## src/rtl/fifo_drain_tx.sv

```systemverilog
// Pulls bytes from a registered-read synchronous FIFO and sends each one as a
// start bit, DATA_W data bits (LSB first) and a stop bit on a single wire.
module fifo_drain_tx #(
    parameter int DATA_W       = 8,
    parameter int CLKS_PER_BIT = 4
) (
    input  logic              clk,
    input  logic              reset,
    input  logic              enable,
    input  logic              fifo_empty,
    output logic              fifo_rd_en,
    input  logic [DATA_W-1:0] fifo_dout,
    output logic              tx,
    output logic              busy,
    output logic              frame_done,
    output logic [2:0]        o_dbg_state
);

    localparam int BAUD_W = (CLKS_PER_BIT > 1) ? $clog2(CLKS_PER_BIT) : 1;
    localparam int BIT_W  = (DATA_W > 1) ? $clog2(DATA_W) : 1;
    localparam logic [BAUD_W-1:0] BAUD_LAST = BAUD_W'(CLKS_PER_BIT - 1);
    localparam logic [BAUD_W-1:0] BAUD_PRE  = BAUD_W'((CLKS_PER_BIT > 1) ? CLKS_PER_BIT - 2 : 0);
    localparam logic [BIT_W-1:0]  BIT_LAST  = BIT_W'(DATA_W - 1);
    localparam logic              ONE_CLK   = (CLKS_PER_BIT == 1);

    typedef enum logic [2:0] {
        S_IDLE  = 3'd0,
        S_READ  = 3'd1,
        S_LOAD  = 3'd2,
        S_START = 3'd3,
        S_DATA  = 3'd4,
        S_STOP  = 3'd5
    } state_t;

    state_t             r_state;
    logic [BAUD_W-1:0]  r_baud;
    logic [BIT_W-1:0]   r_bit;
    logic [DATA_W-1:0]  r_shift;
    logic               r_tx;
    logic               r_rd_en;
    logic               r_busy;
    logic               r_done;
    logic               w_baud_end;

    assign w_baud_end = (r_baud == BAUD_LAST);

    // FIFO handshake: fifo_rd_en is a one-cycle strobe issued only while the
    // FIFO reports non-empty; fifo_dout is valid one cycle later and is
    // captured in LOAD. Every other cycle fifo_dout is ignored.
    always_ff @(posedge clk or posedge reset) begin
        if (reset) begin
            r_state <= S_IDLE;
            r_baud  <= '0;
            r_bit   <= '0;
            r_shift <= '0;
            r_tx    <= 1'b1;
            r_rd_en <= 1'b0;
            r_busy  <= 1'b0;
            r_done  <= 1'b0;
        end else begin
            r_rd_en <= 1'b0;
            r_done  <= 1'b0;
            case (r_state)
                S_IDLE: begin
                    r_tx <= 1'b1;
                    if (enable && !fifo_empty) begin
                        r_state <= S_READ;
                        r_rd_en <= 1'b1;
                        r_busy  <= 1'b1;
                    end
                end
                S_READ: begin
                    r_state <= S_LOAD;
                end
                S_LOAD: begin
                    r_shift <= fifo_dout;
                    r_tx    <= 1'b0;
                    r_baud  <= '0;
                    r_state <= S_START;
                end
                S_START: begin
                    if (w_baud_end) begin
                        r_baud  <= '0;
                        r_bit   <= '0;
                        r_tx    <= r_shift[0];
                        r_state <= S_DATA;
                    end else begin
                        r_baud <= r_baud + 1'b1;
                    end
                end
                S_DATA: begin
                    if (w_baud_end) begin
                        r_baud <= '0;
                        if (r_bit == BIT_LAST) begin
                            r_tx    <= 1'b1;
                            r_state <= S_STOP;
                            // With one clock per bit the stop bit is also its own last cycle
                            r_done  <= ONE_CLK;
                        end else begin
                            r_bit   <= r_bit + 1'b1;
                            r_shift <= r_shift >> 1;
                            r_tx    <= r_shift[1];
                        end
                    end else begin
                        r_baud <= r_baud + 1'b1;
                    end
                end
                S_STOP: begin
                    if (w_baud_end) begin
                        r_baud  <= '0;
                        r_busy  <= 1'b0;
                        r_state <= S_IDLE;
                    end else begin
                        r_baud <= r_baud + 1'b1;
                        if (r_baud == BAUD_PRE) begin
                            r_done <= 1'b1;
                        end
                    end
                end
                default: begin
                    r_state <= S_IDLE;
                    r_tx    <= 1'b1;
                    r_busy  <= 1'b0;
                end
            endcase
        end
    end

    assign fifo_rd_en  = r_rd_en;
    assign tx          = r_tx;
    assign busy        = r_busy;
    assign frame_done  = r_done;
    assign o_dbg_state = r_state;

endmodule

```

## config.mk

```make
export PLATFORM = sky130hd
export DESIGN_NAME = fifo_drain_tx
export DESIGN_NICKNAME = d
export VERILOG_FILES = /design/src/rtl/fifo_drain_tx.sv
export SDC_FILE = /design/constraint.sdc
export NUM_CORES = 1
export LEC_CHECK = 0
export ABC_CLOCK_PERIOD_IN_PS = 2100
export BUFFER_PORTS_ARGS = -buffer_cell sky130_fd_sc_hd__buf_2
export CORE_MARGIN = 2
export CORE_UTILIZATION = 31
export CTS_CLUSTER_DIAMETER = 60
export DETAILED_ROUTE_END_ITERATION = 7
export GPL_TIMING_DRIVEN = 0
export SLEW_MARGIN = 10
export SYNTH_ARGS = -nofsm -noshare
export SYNTH_HDL_FRONTEND = slang
export SYNTH_SLANG_ARGS = --single-unit
```

## constraint.sdc

```tcl
create_clock -name clk -period 2.1 [get_ports clk]
set_input_delay 0.21 -clock clk [delete_from_list [all_inputs] [get_ports clk]]
set_output_delay 0.21 -clock clk [all_outputs]
set_load 0.03 [all_outputs]
```

* Yosys cells after proc, flatten, opt, wreduce, memory -nomap -nowiden *
Cells that the tools add are included.

word-level totals
  register bits = 20
  input port bits = 12
  output and inout port bits = 7
  word-level logic and storage cells = 66

cells by class
  add/subtract/negate cells = 2
  equality and inequality tests = 14
  muxes and demuxes = 26
  bitwise logic cells = 2
  reductions and logical operators = 14

operator list
  cell                                                             count
  3-bit two-way mux                                                7
  3-bit case mux with 6 select lines                               1
  8-bit two-way mux                                                2
  8-bit case mux with 2 select lines                               1
  2-bit inequality test, second input constant                     6
  1-bit two-way mux                                                10
  3-bit == test, second input constant                             3
  3-bit AND reduction                                              3
  3-bit by 2-bit == test with 1-bit output, second input constant  2
  3-bit case mux with 2 select lines                               1
  2-bit nonzero test                                               3
  5-bit AND reduction                                              1
  2-bit == test, second input constant                             2
  1-bit case mux with 4 select lines                               1
  2-bit case mux with 2 select lines                               1
  4-bit AND reduction                                              1
  4-bit OR reduction                                               1
  3-bit by 1-bit adder with 3-bit output, second input constant    1
  3-bit by 1-bit == test with 1-bit output, second input constant  1
  3-bit logical NOT                                                1
  1-bit case mux with 3 select lines                               1
  3-bit OR reduction                                               1
  2-bit by 1-bit adder with 2-bit output, second input constant    1
  2-bit two-way mux                                                1
  4 further kinds                                                  5

* Longest topological paths before layout *
  depth after elaboration = 4
  gate-level depth with buffers = 5
  mapped depth without buffers = 5

* Worst setup path after synthesis *
No wires, ideal clock.

  kind = reg2reg
  start = register r_bit[0]
  end = register r_shift[0]
  setup time = 0.125 ns
  data arrival time = 1.645 ns
  data required time = 1.975 ns
  path slack = 0.330 ns
  cell stages (with the launch flop) = 6
  buffers on the path = 0
  clock period less this slack = 1.770 ns
  cells stage by stage = dfrtp_1 -> ha_1 -> ha_1 -> nand4bb_1 -> a21oi_4 -> mux2_4

between the ends
  cells in the longest elaborated chain, start to end = 3

RTL lines
  item                             RTL line  text
  start: declaration               37        logic [BIT_W-1:0] r_bit;
  start signal: assignment         100       r_bit <= r_bit + 1'b1;
  3-bit == test                    94        if (r_bit == BIT_LAST) begin
  2-bit inequality test (no line)  -
  3-bit AND reduction (no line)    -
  end signal: assignment           76        r_shift <= fifo_dout;
  end signal: assignment           101       r_shift <= r_shift >> 1;
  end: declaration                 38        logic [DATA_W-1:0] r_shift;

Every way passes these cells.
A chain may end at the register's enable or synchronous reset.

* Worst setup path after layout *
  start = register r_bit[0]
  end = register r_shift[3]

The elaborated chain is that of the path after synthesis.

==> flow_results.org <==
** Worst setup path
- Traced cell by cell, the critical path runs through ha_1 > ha_1 > nand4bb_1 > a21oi_4 > mux2_4.
- The slowest stage of the critical path is the sky130_fd_sc_hd__dfrtp_1 cell.
- The largest single stage delay on the critical path is ~0.39 ns.
- WP data required :: ~2.3 ns
- STA classifies the critical path endpoint as a register.
- Crit path kind :: reg -> reg
- Critical Path Fanout Max :: 8
- Startpoint class of the critical path :: register
- CP Data Arrival Time :: roughly 2.0 ns
- Cell repeated most along the worst path :: sky130_fd_sc_hd__ha_1

** GRT
- The first global-routing pass estimated around 3500 um of wire.
- Entering global routing, the biggest net connects 21 pins.
- Initial antenna violation count :: 0
- The total overflow left after global routing is 0.
- The via count of the first global-routing pass came to 795.
- For this run, the total global-route usage over all layers was measured as 0.1059.

** Clocking
- Clock-pin slew was measured on the worst setup and hold paths at approximately 0.070 ns.
- TritonCTS built the clock tree.
- In this run the number of H-tree levels came out at 1.
- The root buffer cell chosen for the clock tree is sky130_fd_sc_hd__clkbuf_8.
- Latest clock arrival within the worst-skew pair :: 0.26 ns
- Hold repair after CTS inserted 0 buffers.
- Post CTS Setup Buffer Count :: 0
- Clock buffers created by TritonCTS :: 3
- Clock tree synthesis found a total of 20 sinks.
- Post-CTS repair changed the size of 0 cells.
- Maximum clock path buffer count :: 2

** Timing
- For the pin with the worst max-slew slack, the measured transition is between 0.7 and 0.8 ns.
- RSZ-0062 raised after global routing :: false
- Setup slack closes at ~0.21 ns.
- Between clock sinks in the finished design, the worst skew comes to ~0.0015 ns.
- Measured against its own limit, the worst slew margin works out to 0.4826.
- Achievable Freq :: 528.8 MHz
- Final number of max-transition violations :: 0
- Fraction of the cycle the final worst path needs :: 0.9006
- Number of setup violations in the final report :: 0
- Post-Route Setup TNS :: 0 ns
- Final hold violation count :: 0
- Clock period minus worst slack :: roughly 1.9 ns

** Run status
- The flow ran to the end, and the final reports show no timing, DRC or antenna violations.

** Yosys
- The cell area that synthesis handed to floorplanning was around 1100 sq um.
- The complex-gate fraction of the synthesized area came to 0.1166.
- Post-Synth Adder-Cell Area :: 0.04400
- For this run, the number of Yosys warnings is 0.
- Most used DFF post-synth :: sky130_fd_sc_hd__dfrtp_1
- By area, the combinational part of the netlist is dominated by multiplexers.
- Of the total synthesized cell area, the portion taken by XOR and XNOR cells is 0.
- Mean post-synth cell area :: 11.15 sq um
- Simple-gate area share of the yosys netlist :: 0.1397
- Of the synthesized area, sequential elements account for 0.4411.
- Net count after synthesis :: 118
- The synthesized design contains 0 enable-type register cells.
- In the synthesized netlist the async set-or-reset flop fraction comes to 1.000.
- The portion of synthesized area spent on multiplexers is 0.2024.
- In this run, distinct cell masters in the synthesized netlist total 35.
- In this run, synthesis produced a sequential element count of 20.
- Synthesis handed over a netlist of 102 instances.

** Run
- The tool flagged a number of max-cap violations equal to 0.

** Placement
- Worst slack at placement :: 0.2085 ns
- At the end of routability-driven placement, the weighted congestion stood at between 0.7 and 0.8.
- Half-perimeter wire length after placement :: between 1500 and 2000 um
- In this run the tool buffered the top-level ports with 18 buffer cells.

** Final layout
- Summing all multi-input logic gate instances after layout gives roughly 570 sq um.
- Fill cells in the final layout number roughly 370.
- In the final design database the tool counted around 140 nets.
- In the final layout, flip-flops and latches occupy ~500 sq um.
- # diodes :: 0
- Of the cells placed in the final design, the portion with a size suffix greater than 1 is 0.2903.
- Relative to the synthesized area, the layout overhead comes to 18.04%.

** Drt
- Number of design-rule violations left by the first detailed-router iteration :: a little under 50
- Wires add up to roughly 2100 um.
- Post-detailed-route DRC marker count :: 0
- Dividing the detail-routed via count by the number of cells gives a little under 5.
- The detail route stage leaves a number of antenna-violating nets equal to 0.
- The routed layout has approximately 830 vias.
- The first detailed-routing pass took 4 iterations.
- Routed length per instance :: roughly 12 um

** Pwr
- Total power :: around 1.7 mW
- In this run the power density over the cells is between 1000 and 1500 nW/um^2.
- The worst-case IR drop observed on VDD is approximately 0.35 mV.
- Leakage power :: between 0.6 and 0.7 nW

** Min path
- Hold WC Path Type :: in -> async

** Die
- Y dimension of the die :: roughly 65 um
- Measured along the x axis, the die boundary spans around 65 um.
- Floorplan die area :: around 4200 sq um
- Top-level port count :: 19
- Row Count :: 22
- The total area inside the core boundary comes to approximately 3600 sq um.
- The initial utilization of the core area, before any placement, comes to 0.3154.
## layout make-up
class | instances | share of cell area
Tap cell | 48 | 0.04473
Clock buffer | 4 | 0.04101
Inverter | 8 | 0.02237
Sequential cell | 20 | 0.3737
Buffer | 7 | 0.02516
Multi-Input combinational cell | 67 | 0.4259
Timing Repair Buffer | 18 | 0.06710
## sequential cells by signal, indices dropped and copies added, names as in the netlist
signal       cells
busy             1
r_baud           2
o_dbg_state      3
r_shift          8
frame_done       1
r_bit            3
fifo_rd_en       1
tx               1
## final timing paths
check | cells after the start | start | endpoint | slack, ns
hold / removal | 2 | reset | fifo_rd_en$_DFF_PP0_ | 0.08
hold reg to reg | 1 | r_shift[3]$_DFFE_PP0P_ | r_shift[3]$_DFFE_PP0P_ | 0.51
setup reg to reg | 5 | r_bit[0]$_DFFE_PP0P_ | r_shift[3]$_DFFE_PP0P_ | 0.21
max in group asynchronous | 2 | reset | r_shift[0]$_DFFE_PP0P_ | 1.53
min in group clk | 3 | fifo_dout[7] | r_shift[7]$_DFFE_PP0P_ | 0.20
setup / recovery | 5 | r_bit[0]$_DFFE_PP0P_ | r_shift[3]$_DFFE_PP0P_ | 0.21
## layer usage
layer,vias to the layer above,GRT usage,part of all wire
li1,405,-,-
met1,401,0.1276,0.48
met2,16,0.1862,0.48
met3,4,0.02604,0.032
met4,0,0.03191,0.011
met5,-,0,0
## cells in the final DEF, fill, tap and decap left out
cell type / count
sky130_fd_sc_hd__buf_2: 21
sky130_fd_sc_hd__dfrtp_1: 19
sky130_fd_sc_hd__inv_1: 8
sky130_fd_sc_hd__mux2_1: 7
sky130_fd_sc_hd__mux2_4: 6
sky130_fd_sc_hd__nand2_1: 6
sky130_fd_sc_hd__a21oi_1: 5
sky130_fd_sc_hd__mux2i_1: 5
sky130_fd_sc_hd__nor2b_1: 4
sky130_fd_sc_hd__ha_1: 4
sky130_fd_sc_hd__clkbuf_8: 4
sky130_fd_sc_hd__nand2b_1: 3
sky130_fd_sc_hd__clkbuf_1: 3
sky130_fd_sc_hd__nor3b_1: 2
sky130_fd_sc_hd__nor4b_1: 2
sky130_fd_sc_hd__o22ai_1: 2
sky130_fd_sc_hd__a2bb2oi_1: 2
sky130_fd_sc_hd__o21ai_1: 2
sky130_fd_sc_hd__nor2_1: 2
sky130_fd_sc_hd__buf_4: 1
sky130_fd_sc_hd__nand4bb_1: 1
sky130_fd_sc_hd__a21oi_4: 1
sky130_fd_sc_hd__o21bai_1: 1
sky130_fd_sc_hd__a31oi_1: 1
sky130_fd_sc_hd__and2_1: 1
sky130_fd_sc_hd__nor4b_2: 1
sky130_fd_sc_hd__o21ai_0: 1
sky130_fd_sc_hd__mux2_2: 1
sky130_fd_sc_hd__o32ai_1: 1
sky130_fd_sc_hd__and3b_1: 1
sky130_fd_sc_hd__o21a_1: 1
sky130_fd_sc_hd__nor4_1: 1
sky130_fd_sc_hd__o2111ai_1: 1
sky130_fd_sc_hd__nor3_1: 1
sky130_fd_sc_hd__a211oi_1: 1
sky130_fd_sc_hd__dfstp_2: 1
## report_power, final
group          internal (mW)  switching [mW]  total (mW)
Combinational          0.373           0.419       0.792
Sequential             0.514          0.0877       0.602
Clock                  0.167           0.129       0.296
## worst max-delay path: cells and delay by family (launching register included)
kind	cells	cell delay, ns
AO/OA/AOI/OAI	1	0.39
multiplexers	1	0.34
adder cells (fa/ha/maj)	2	0.41
flip-flops	1	0.39
AND/OR/NAND/NOR	1	0.25
## logic make-up after synthesis
group	count (synthesis)
mux	19
flops	20
compound gates	19
fa+ha+maj	4
buf+inv	15
simple gates	25
## through the flow
| stage | hold slack [ns] | instance area [sq um] | std cells | util |
|---|---|---|---|---|
| 2_1_floorplan | 0.1731 | 1137 | 102 | - |
| 3_3_place_gp | 0.3812 | 1287 | 168 | 0.3570 |
| 3_5_place_dp | 0.3922 | 1287 | 168 | 0.3570 |
| 4_1_cts | 0.1102 | 1343 | 172 | 0.3723 |
| 5_1_grt | 0.1403 | 1343 | 172 | 0.3723 |
| 6_report | 0.08033 | 1343 | 172 | 0.3723 |
## synthesized netlist by cell type (2+ instances only)
master,count,share of area
sky130_fd_sc_hd__ha_1,4,0.044
sky130_fd_sc_hd__o22ai_1,2,0.011
sky130_fd_sc_hd__o21ai_1,2,0.0088
sky130_fd_sc_hd__nand2b_1,3,0.017
sky130_fd_sc_hd__nor2b_1,4,0.022
sky130_fd_sc_hd__nor3b_1,2,0.013
sky130_fd_sc_hd__nor4b_1,2,0.015
sky130_fd_sc_hd__mux2_1,7,0.069
sky130_fd_sc_hd__mux2i_1,5,0.044
sky130_fd_sc_hd__nand2_1,6,0.020
sky130_fd_sc_hd__mux2_4,6,0.079
sky130_fd_sc_hd__dfrtp_1,19,0.42
sky130_fd_sc_hd__a2bb2oi_1,2,0.015
sky130_fd_sc_hd__inv_1,8,0.026
sky130_fd_sc_hd__a21oi_1,5,0.022
sky130_fd_sc_hd__nor2_1,2,0.0066
sky130_fd_sc_hd__buf_2,3,0.013
sky130_fd_sc_hd__clkbuf_1,3,0.0099
(Power assumes the default switching activity.)
